[config.mk]
export PLATFORM = sky130hd
export DESIGN_NAME = mem_access_ctrl
export DESIGN_NICKNAME = d
export VERILOG_FILES = /design/src/rtl/mem_access_ctrl.sv
export SDC_FILE = /design/constraint.sdc
export NUM_CORES = 1
export LEC_CHECK = 0
export CAP_MARGIN = 5
export CORE_ASPECT_RATIO = 1.5
export CORE_UTILIZATION = 45
export DETAILED_ROUTE_END_ITERATION = 8
export HOLD_SLACK_MARGIN = 0.03
export PLACE_DENSITY = 0.83
export SYNTH_ARGS = -nofsm -noshare
export SYNTH_HDL_FRONTEND = slang
export SYNTH_SLANG_ARGS = --single-unit
[constraint.sdc]
create_clock -name clk -period 4.05 [get_ports clk]
set_input_delay 1.0125 -clock clk [delete_from_list [all_inputs] [get_ports clk]]
set_output_delay 1.0125 -clock clk [all_outputs]
set_load 0.05 [all_outputs]
[src/rtl/mem_access_ctrl.sv]
// Memory-stage access controller: turns a load/store from the memory-stage
// pipeline register into a single data-memory request, stalls the pipeline
// while the access is outstanding, and formats load data on completion.
module mem_access_ctrl (
    input  logic        clk,
    input  logic        rst,
    input  logic        mem_read,
    input  logic        mem_write,
    input  logic [2:0]  funct3,
    input  logic [31:0] addr_in,
    input  logic [31:0] wdata_in,
    output logic        dm_req,
    output logic        dm_we,
    output logic [15:0] dm_addr,
    output logic [31:0] dm_wdata,
    output logic [3:0]  dm_wstrb,
    input  logic        dm_ack,
    input  logic [31:0] dm_rdata,
    output logic        stall,
    output logic [31:0] ld_data,
    output logic        ld_valid,
    output logic        access_err
);

    localparam logic [1:0] S_IDLE = 2'd0;
    localparam logic [1:0] S_REQ  = 2'd1;
    localparam logic [1:0] S_DONE = 2'd2;

    logic [1:0]  state_reg, state_next;
    logic        dm_req_reg, dm_we_reg, ld_valid_reg;
    logic [15:0] dm_addr_reg;
    logic [31:0] dm_wdata_reg, ld_data_reg;
    logic [3:0]  dm_wstrb_reg;
    logic [2:0]  funct3_reg;
    logic [1:0]  lane_reg;

    logic        access, illegal, misaligned, bad, in_idle, accept;
    logic [31:0] wdata_fmt;
    logic [3:0]  wstrb_fmt;
    logic [7:0]  byte_sel;
    logic [15:0] half_sel;
    logic [31:0] ld_fmt;
    logic        unused_addr_bits;

    // Only the low 16 address bits reach the data memory.
    assign unused_addr_bits = ^addr_in[31:16];

    // Decode the presented access: legality, alignment and acceptance.
    always_comb begin
        access     = mem_read | mem_write;
        if (mem_write)
            illegal = funct3[2] | (funct3[1:0] == 2'b11);
        else
            illegal = (funct3 == 3'b011) | (funct3[2:1] == 2'b11);
        misaligned = ((funct3[1:0] == 2'b01) & addr_in[0]) |
                     ((funct3[1:0] == 2'b10) & (addr_in[1:0] != 2'b00));
        bad        = illegal | misaligned;
        in_idle    = (state_reg == S_IDLE);
        accept     = !rst && in_idle && access && !bad;
        access_err = !rst && in_idle && access && bad;
        stall      = !rst && (accept || (state_reg == S_REQ));
    end

    // Replicate store data across lanes: byte x4, half x2, word as-is.
    generate
        for (genvar gi = 0; gi < 4; gi++) begin : g_lane
            always_comb begin
                case (funct3[1:0])
                    2'b00:   wdata_fmt[8*gi +: 8] = wdata_in[7:0];
                    2'b01:   wdata_fmt[8*gi +: 8] = wdata_in[8*(gi%2) +: 8];
                    default: wdata_fmt[8*gi +: 8] = wdata_in[8*gi +: 8];
                endcase
            end
        end
    endgenerate

    // Byte-lane write enables for the store size and address offset.
    always_comb begin
        case (funct3[1:0])
            2'b00:   wstrb_fmt = 4'b0001 << addr_in[1:0];
            2'b01:   wstrb_fmt = addr_in[1] ? 4'b1100 : 4'b0011;
            default: wstrb_fmt = 4'b1111;
        endcase
    end

    // Extract and extend load data from the returned word using latched size/offset.
    always_comb begin
        byte_sel = dm_rdata[{lane_reg, 3'b000} +: 8];
        half_sel = lane_reg[1] ? dm_rdata[31:16] : dm_rdata[15:0];
        case (funct3_reg)
            3'b000:  ld_fmt = {{24{byte_sel[7]}}, byte_sel};
            3'b001:  ld_fmt = {{16{half_sel[15]}}, half_sel};
            3'b100:  ld_fmt = {24'd0, byte_sel};
            3'b101:  ld_fmt = {16'd0, half_sel};
            default: ld_fmt = dm_rdata;
        endcase
    end

    // Next-state logic: DONE lasts one cycle so the pipeline advances exactly once.
    always_comb begin
        state_next = state_reg;
        case (state_reg)
            S_IDLE:  if (accept) state_next = S_REQ;
            S_REQ:   if (dm_ack) state_next = S_DONE;
            default: state_next = S_IDLE;
        endcase
    end

    // State, request latching and load result registers.
    always_ff @(posedge clk) begin
        if (rst) begin
            state_reg    <= S_IDLE;
            dm_req_reg   <= 1'b0;
            dm_we_reg    <= 1'b0;
            dm_addr_reg  <= 16'd0;
            dm_wdata_reg <= 32'd0;
            dm_wstrb_reg <= 4'd0;
            funct3_reg   <= 3'd0;
            lane_reg     <= 2'd0;
            ld_data_reg  <= 32'd0;
            ld_valid_reg <= 1'b0;
        end else begin
            state_reg    <= state_next;
            ld_valid_reg <= 1'b0;
            if (accept) begin
                dm_req_reg   <= 1'b1;
                dm_we_reg    <= mem_write;
                dm_addr_reg  <= {addr_in[15:2], 2'b00};
                dm_wdata_reg <= wdata_fmt;
                dm_wstrb_reg <= mem_write ? wstrb_fmt : 4'b0000;
                funct3_reg   <= funct3;
                lane_reg     <= addr_in[1:0];
            end
            if ((state_reg == S_REQ) && dm_ack) begin
                dm_req_reg <= 1'b0;
                if (!dm_we_reg) begin
                    ld_data_reg  <= ld_fmt;
                    ld_valid_reg <= 1'b1;
                end
            end
        end
    end

    assign dm_req   = dm_req_reg;
    assign dm_we    = dm_we_reg;
    assign dm_addr  = dm_addr_reg;
    assign dm_wdata = dm_wdata_reg;
    assign dm_wstrb = dm_wstrb_reg;
    assign ld_data  = ld_data_reg;
    assign ld_valid = ld_valid_reg;

endmodule

* After elaboration in Yosys (flattened, before gate mapping)
Index checks and enable logic that the tools add are counted.
Storage, ports and cells: register bits 92, latch bits 0, bits in writable memories 0, bits in read-only memories 0, logic and storage cells 63, memories kept 0
Operators by class: $add $sub $neg 0, multiply operators 0, divide/modulo/power cells 0, $lt $le $gt $ge 0, equality and inequality tests 11, shifts and indexed selects 2, muxes and demuxes 13, bitwise gates (word level) 9, reductions and logical operators 18
Operators with widths (number):
- $pmux 32 s4 | 1
- $shiftx 32x6->8 | 1
- $mux 16 | 1
- $mux 8 | 2
- $pmux 8 s2 | 1
- $mux 4 | 2
- $pmux 4 s2 | 1
- $eq 2x2->1 const B | 3
- $eq 3x3->1 const B | 2
- $logic_and 1x1->1 | 6
- $reduce_or 2->1 | 3
- $or 1x1->1 | 5
- $eq 2x1->1 const B | 2
- $logic_not 2->1 | 2
- $mux 2 | 2
- $pmux 2 s2 | 1
- $reduce_and 2->1 | 2
- $shl 1x2->4 const A | 1
- $eq 3x1->1 const B | 1
- $eq 3x2->1 const B | 1
- $logic_not 3->1 | 1
- $and 1x1->1 | 2
- $logic_not 1->1 | 2
- $mux 1 | 2
- 5 further kinds | 6

* Logic depth before layout (Yosys ltp)
Gate-level depths: netlist of the first run.
depth in word-level cells 8, gate-level depth with buffers 6, gate-level depth less buffers 4

* Least setup slack after synthesis of the first run
Ideal clock, no wire load.
path type input to output, from input port addr_in[1], to output port stall, arrival 2.455 ns, setup slack 0.583 ns, cell stages on the path 4, path through or4_4 > a211o_1 > clkbuf_1 > nand2_1
Between the ends: word-level cells in the longest chain between the ends 8
RTL lines:
- from (decl) | RTL line 10 | input logic [31:0] addr_in,
- $reduce_bool 2->1 | RTL line 56 | ((funct3[1:0] == 2'b10) & (addr_in[1:0] != 2'b00));
- $and 1x1->1 | RTL line 56
- $or 1x1->1 | RTL line 55 | misaligned = ((funct3[1:0] == 2'b01) & addr_in[0]) |
- $or 1x1->1 | RTL line 57 | bad = illegal | misaligned;
- $logic_not 1->1 | RTL line 59 | accept = !rst && in_idle && access && !bad;
- $logic_and 1x1->1 | RTL line 59
- $logic_or 1x1->1 | RTL line 61 | stall = !rst && (accept || (state_reg == S_REQ));
- $logic_and 1x1->1 | RTL line 61
- to (decl) | RTL line 19 | output logic stall,
No other way between the ends.

* Worst setup path after layout of the first run
Ends and elaborated chain as after synthesis.

==> results of run 1 <==
[kinds of logic after synthesis]
logic type | after synthesis | share of synthesized area
and+or+nand+nor | 203 | 0.210
other | 1 | 0.000882
muxes | 29 | 0.0715
buffers and inverters | 52 | 0.0547
AOI/OAI and AO/OA | 151 | 0.230
DFF | 92 | 0.433
[worst max path at each step]
stage | slack [ns] | to | startpoint
after floorplan | 0.58 | stall | addr_in[1]
after global placement | 0.33 | stall | addr_in[1]
after detailed placement | 0.30 | stall | addr_in[1]
after CTS | 0.29 | stall | addr_in[1]
after global routing | 0.23 | stall | addr_in[1]
final | 0.30 | stall | addr_in[1]
[cell usage in the layout, fill, tap and decap left out, drive strengths merged, types with 11 or more instances in the layout]
master and count:
a311oi 11, dfxtp 92, clkbuf 11, a21oi 50, mux2i 27, a211oi 32, buf 12, o21ai 38
nor2 48, clkdlybuf4s50 171, nand2 120
[synthesized netlist by cell type, drive strengths merged, types with 2 or more instances]
cell type / count / area, sq um
nor3: 3 / 15.0
nor2b: 2 / 12.5
nor4bb: 8 / 80.1
nand3b: 6 / 45.0
mux2i: 27 / 270
clkbuf: 32 / 120
inv: 5 / 18.8
nand2b: 6 / 37.5
nor4: 2 / 12.5
a311oi: 11 / 96.3
nand3: 3 / 15.0
a22oi: 4 / 30.0
dfxtp: 92 / 1840
nor2: 48 / 180
a211oi: 32 / 260
o221a: 7 / 78.8
nand2: 120 / 450
buf: 15 / 93.8
o21ai: 38 / 190
o211ai: 2 / 15.0
a21oi: 50 / 250
[tightest hold or removal path: stages, from the launching register on]
cell	delay, ns
dfxtp_1	0.31
nand2_1	0.05
a21oi_1	0.05
[power groups by stage]
| stage | clock, mW | combinational (mW) | sequential (mW) |
|---|---|---|---|
| 6_report | 0.858 | 0.554 | 0.980 |
| 2_1_floorplan | 0 | 0.184 | 1.14 |
| 3_3_place_gp | 0 | 0.543 | 0.998 |
| 5_1_grt | 0.908 | 0.588 | 0.985 |
| 3_5_place_dp | 0 | 0.552 | 1.00 |
| 4_1_cts | 0.869 | 0.554 | 0.980 |
[area by class of cell]
class / instances / area, sq um
Tap cell: 112 / 140
Clock inverter: 5 / 61.3
Clock buffer: 11 / 243
Timing Repair Buffer: 183 / 1820
Fill cell: 743 / 2870
Sequential cell: 92 / 1840
Multi-Input combinational cell: 385 / 2200
Inverter: 5 / 18.8
[per-layer routing]
metal  part of all wire  up-vias  global-route usage
met5                  0        -                   0
met2               0.50      187               0.445
met4              0.034        0               0.144
met3              0.078       26              0.0496
li1                   -     2149                   -
met1               0.38     2024               0.298
==> metrics.txt, run 1 <==
status complete, no violations; IO Pins about 190; vias per cell about 5.5; sequential power share 0.410; power consumption 2.39 mW; pwr dens ~380 nW/um^2; Max Fclk around 0.27 GHz; Max Cap Viol 0; LEAKAGE about 2.2 nW; Initial Util 0.462; chip height between 100 and 150 um; Clk pwr share 0.359; final design utilization 0.688; critical path, cell by cell clkdlybuf4s50_1, or4_4, a211o_1, nand2_1, buf_4; period utilisation layout 0.927; post-route cell area ~6300 sq um; Num CTS Buffers 9; Mapped Cells between 500 and 600; antenna violations before repair 0; layout net count between 700 and 800; RePlAce Congestion ~0.85; Slew @ Worst Pin a little over 0.9 ns; Pre-antenna DRT Iters 4; Worst path depth 5; total number of vias ~4400; Yosys reg bits around 90; HPWL Detailed 9030 um; routed len/inst about 16 um; path depth of the worst reg2reg path 3; synthesized cell area between 4000 and 5000 sq um; RSZ-0062 raised after global routing no; worst min path class flip-flop to flip-flop; R2R Setup Slk 1.98 ns; Setup CP Type input pin to primary output; Sw Pwr 720 uW; crit path DAT 2.74 ns; Worst VDD drop between 0.2 and 0.3 mV; Final ANT Viol Nets 0; ys async rst share 0; fraction of layout cells with a size suffix above 1 0.0617; GRT overflow 0; H-tree depth 3; total negative slack 0 ns; # hold bufs at CTS 0; commonest register cell after synthesis dfxtp_1; DRT iter0 DRCs 223; delay-heaviest family, CP buffers and inverters; Setup-failing EPs final 0; worst setup margin around 0.30 ns; setup repair bufs after CTS 0; die boundary width between 80 and 90 um; vias in the first global route between 4000 and 5000; Internal Pwr Total about 1.7 mW; GRT Resource Usage Total 0.261; type of origin of the critical path input pin; Comb pwr share 0.232; Worst-Skew Late Latency 0.34 ns; hold path start dm_addr[15]; slowest stage delay, CP ~0.61 ns; Switching Share 0.301; hold path cells 2; clock period minus worst slack 3.75 ns; Core Footprint approximately 9200 sq um; synth warn 0; Placed Cells slightly below 800; crit path max fanout 5; Setup WS pre-CTS ~0.3 ns; drt drc 0; Slew Limit Fails 0; hold-critical path endpoint dm_addr[15]; num rows 43; Syn-to-layout area delta 48.9%; Resize count post-CTS 0; FF-to-FF Start lane_reg[1]; Non-Filler Instances ~790; Clock Sinks between 90 and 100; clk buf depth 2; IO buf count 174; hold slack between 0.4 and 0.5 ns; largest net degree at the start of global routing between 80 and 90; Max Clock Skew a little under 0.005 ns; average size of a mapped cell between 8 and 9 sq um; worst endpoint required time ~3.0 ns; final hold viol count 0; root buffer cell clkbuf_16; first-pass GRT wire length about 20000 um; max_slew headroom 0.392; drt total wl 12700 um; Post-synth EDFFs 0; sequential area share after synthesis 0.433; Critical R2R Capture ld_data[13]; placed cell area 6030 sq um; clock transition at the registers of the reported paths 0.07 ns; Bufs and invs on worst path 2; crit end category primary output; Critical Path Slowest Stage Cell or4_4; Antenna Cells 0; die area between 9000 and 10000 sq um; CTS tree yes; Cell variety after synth 40
(Power assumes the default switching activity.)
==> run 2: changes to the inputs <==
--- a/config.mk
+++ b/config.mk
@@ -5,11 +5,11 @@
 export SDC_FILE = /design/constraint.sdc
 export NUM_CORES = 1
 export LEC_CHECK = 0
-export CAP_MARGIN = 5
+export CAP_MARGIN = 20
 export CORE_ASPECT_RATIO = 1.5
 export CORE_UTILIZATION = 45
 export DETAILED_ROUTE_END_ITERATION = 8
-export HOLD_SLACK_MARGIN = 0.03
+export HOLD_SLACK_MARGIN = 0.05
 export PLACE_DENSITY = 0.83
 export SYNTH_ARGS = -nofsm -noshare
 export SYNTH_HDL_FRONTEND = slang
==> results of run 2 <==
Same layout as run 1: the final DEF is identical, and so are final timing and power.
==> RTL edit 1, RTL diff (settings of run 1) <==
Put a register stage on the output `access_err`. The value now appears one clock later. The other outputs are not delayed to match.
--- a/src/rtl/mem_access_ctrl.sv
+++ b/src/rtl/mem_access_ctrl.sv
@@ -25,6 +25,8 @@
     localparam logic [1:0] S_IDLE = 2'd0;
     localparam logic [1:0] S_REQ  = 2'd1;
     localparam logic [1:0] S_DONE = 2'd2;
+
+    logic access_err_d;
 
     logic [1:0]  state_reg, state_next;
     logic        dm_req_reg, dm_we_reg, ld_valid_reg;
@@ -57,7 +59,7 @@
         bad        = illegal | misaligned;
         in_idle    = (state_reg == S_IDLE);
         accept     = !rst && in_idle && access && !bad;
-        access_err = !rst && in_idle && access && bad;
+        access_err_d = !rst && in_idle && access && bad;
         stall      = !rst && (accept || (state_reg == S_REQ));
     end
 
@@ -149,5 +151,9 @@
     assign ld_data  = ld_data_reg;
     assign ld_valid = ld_valid_reg;
 
+    always_ff @(posedge clk) begin
+        access_err <= access_err_d;
+    end
+
 endmodule
 
Function: changed (a bounded check fails within 4 cycles, from zero or initial values and one cycle with rst high).
==> RTL edit 1 against run 1 <==
  * Power rose by 0.25%
  * Setup slack better by 38 ps
  * Count of clock-buffer cells in the layout increased by 2
  * Critical path type unchanged
  * Via count decreased by 0.18%
  * Area after synthesis grew 0.47%
  * First-iteration DRC count decreased by 4.5%
  * Routed wire length fell by 0.98%
  * Sequential cell count is 1 higher
  * Sequential share of layout area rose by 0.29 points
  * Design area about the same
==> RTL edit 1: results <==
group,metric,value,unit
place,post-place-ws,328,ps
grt,grt_usage,0.259,
detailed_routing,wl_met2,6.42,mm
layout,final_layout_size_suffix_gt1_frac,0.0600,
worst_setup_path,worstPathArrival,2700,ps
synthesis,ys_seq_area_frac,0.436,
place,place_area,6030,um^2
grt,grt_use_met2,0.451,
layout,nFillCells,763,
detailed_routing,viasPerCell,5.51,
sta,holdWs,450,ps
sta,clock_skew,5.17,ps
status,status,"completed",
grt,grt_max_degree,82,
power,vdd_drop_max,254,uV
sta,slew_headroom,0.410,
synthesis,synth-compound-area-share,0.229,
synthesis,syn-instance-count,529,
synthesis,synth_ff_type,"dfxtp_1",
layout,finalNonFillerCells,795,
detailed_routing,dr.first_iter.drc_count,213,
power,comb_cell_power,0.000548,W
grt,grt_pass1_vias,4286,
worst_setup_path,r2r_slack,1930,ps
grt,use_met1,0.290,
detailed_routing,firstDrtPassIters,5,
detailed_routing,met1Wirelength,4.95,mm
power,powerSeq,0.000993,W
layout,finalNetCount,782,
grt,grt_pass1_wl,19.8,mm
min_path,worstHoldStart,"dm_wstrb[0]",
power,combPwrFrac,0.228,
power,leakagePower,2.22,nW
synthesis,yosysWarnings,0,
detailed_routing,wl_met3,778,um
power,switchingPower,0.000701,W
place,gp_congestion,0.808,
min_path,whs_endpoint,"dm_wstrb[0]",
RTL edit 1: cell types whose count changed after synthesis, sizes merged:
cell / run 1 / this run
dfxtp: 92 / 93
RTL edit 1: worst max path at each step:
stage / start / endpoint
6_report: addr_in[1] / stall
5_1_grt: addr_in[1] / stall
4_1_cts: addr_in[1] / stall
3_5_place_dp: addr_in[1] / stall
3_3_place_gp: addr_in[1] / stall
2_1_floorplan: addr_in[1] / stall
RTL edit 1: worst min-delay path, stage by stage (launching register included):
cell and delay, ps:
dfxtp_1 310, nand2_1 50, a21oi_1 50
RTL edit 1: cell type report:
cell class | instances | area, um^2 | area share
Inverter | 5 | 18.8 | 0.00296
Sequential cell | 93 | 1860 | 0.294
Clock buffer | 13 | 260 | 0.0411
Clock inverter | 3 | 43.8 | 0.00691
Timing Repair Buffer | 184 | 1810 | 0.285
Tap cell | 112 | 140 | 0.0221
Multi-Input combinational cell | 385 | 2200 | 0.348
==> RTL edit 2, RTL diff (flow settings as in run 1) <==
Without the edit above. Reset style: asynchronous (`rst`), changed in one clocked block.
--- a/src/rtl/mem_access_ctrl.sv
+++ b/src/rtl/mem_access_ctrl.sv
@@ -107,7 +107,7 @@
     end
 
     // State, request latching and load result registers.
-    always_ff @(posedge clk) begin
+    always_ff @(posedge clk or posedge rst) begin
         if (rst) begin
             state_reg    <= S_IDLE;
             dm_req_reg   <= 1'b0;
Check against the original RTL: differs if rst is asserted again (counterexample within 4 cycles, from zero or initial values and one cycle with rst high); with rst held inactive, the same outputs for 10 cycles.
==> RTL edit 2 against run 1 <==
  * Routed wire length down 1.7%
  * Via count down 13%
  * Non-clock buffer count down 3
  * Area after synthesis up 2.9%
  * Design area up 2.3%
  * Setup slack better by 140 ps
  * Sequential cell count unchanged
  * Critical path depth unchanged
  * Largest cell class is now sequential cells
  * Highest routed layer unchanged
Power is not compared: it rests on default switching activity, and its combinational part moved more than twofold at a synthesized area within 25%.
==> RTL edit 2: results <==
group,metric,value,unit
floorplanning,die_x,82.5,um
worst_setup_path,slowest_stage,"clkdlybuf4s50_1",
layout,nClkBuffers,12,
layout,nFillCells,706,
min_path,worstHoldStart,"dm_wdata[28]",
synthesis,synth-seq-cells,92,
sta,max_freq,277,MHz
synthesis,synth.area.top_cells,"dfrtp_1, mux2_4, nand2_1, mux2i_1, o21ai_0",
worst_setup_path,worstPathArrival,2600,ps
layout,finalNetCount,682,
grt,grt_pass1_vias,4003,
worst_setup_path,startpoint,"addr_in[0]",
status,status,"completed",
grt,grt_usage,0.260,
layout,layout.area.seq,2300,um^2
sta,clock_skew,7.80,ps
grt,grt_use_met2,0.435,
worst_setup_path,worst-r2r-cell-count,4,
synthesis,ys_async_sr_fraction,1.00,
grt,grt_max_degree,88,
worst_setup_path,worstReg2RegStart,"lane_reg[1]",
min_path,whs_endpoint,"dm_wdata[28]",
grt,use_met1,0.279,
worst_setup_path,r2r_slack,1910,ps
sta,slew_headroom,0.318,
place,place_area,6170,um^2
layout,clk_share,0.0469,
detailed_routing,viasPerCell,5.49,
detailed_routing,wl_per_cell,18.0,um
layout,final_layout_size_suffix_gt1_frac,0.117,
grt,use_met3,0.0810,
place,gp_congestion,0.864,
synthesis,synthTopCellsByCount,"dfrtp_1, nand2_1, o21ai_0",
place,port_buffers,174,
detailed_routing,wl_met2,6.30,mm
place,post-place-ws,493,ps
layout,buffer_area_frac,0.279,
detailed_routing,met1Wirelength,4.52,mm
synthesis,synth_cell_types,35,
detailed_routing,dr.first_iter.drc_count,148,
worst_setup_path,cp_max_fo,6,
synthesis,ys_seq_area_frac,0.526,
detailed_routing,wl_met3,1.05,mm
worst_setup_path,slowest_delay,530,ps
layout,comb.multi_input.count,288,
layout,multi_input_area_share,0.293,
worst_setup_path,r2r_end,"ld_data[6]",
grt,grt_pass1_wl,19.5,mm
layout,buffers,180,
## RTL edit 2: changes by cell type in the layout (fill, tap and decap cells not counted), moves of 9 or more
cell      delta
nand2_1     -49
a211oi_1    -21
nor2_1      -18
mux2_2       +9
dfrtp_1     +92
mux2_4      +25
a311oi_1    -11
a21oi_1     -22
dfxtp_1     -92
## RTL edit 2: metrics by stage
stage	total power [W]	utilization	instances	hold slack (ps)
after detailed placement	0.00409	0.660	679	469
after floorplan	0.00316	-	414	498
after global placement	0.00403	0.660	679	460
after global routing	0.00516	0.692	695	503
after CTS	0.00495	0.692	695	484
final	0.00492	0.692	695	476
## RTL edit 2: cells by family after synthesis
family / Yosys count / synth area share
AND/OR/NAND/NOR: 116 / 0.109
buffers and inverters: 34 / 0.0423
AO/OA/AOI/OAI: 110 / 0.153
multiplexers: 60 / 0.169
other: 1 / 0.000858
flip-flops: 92 / 0.526
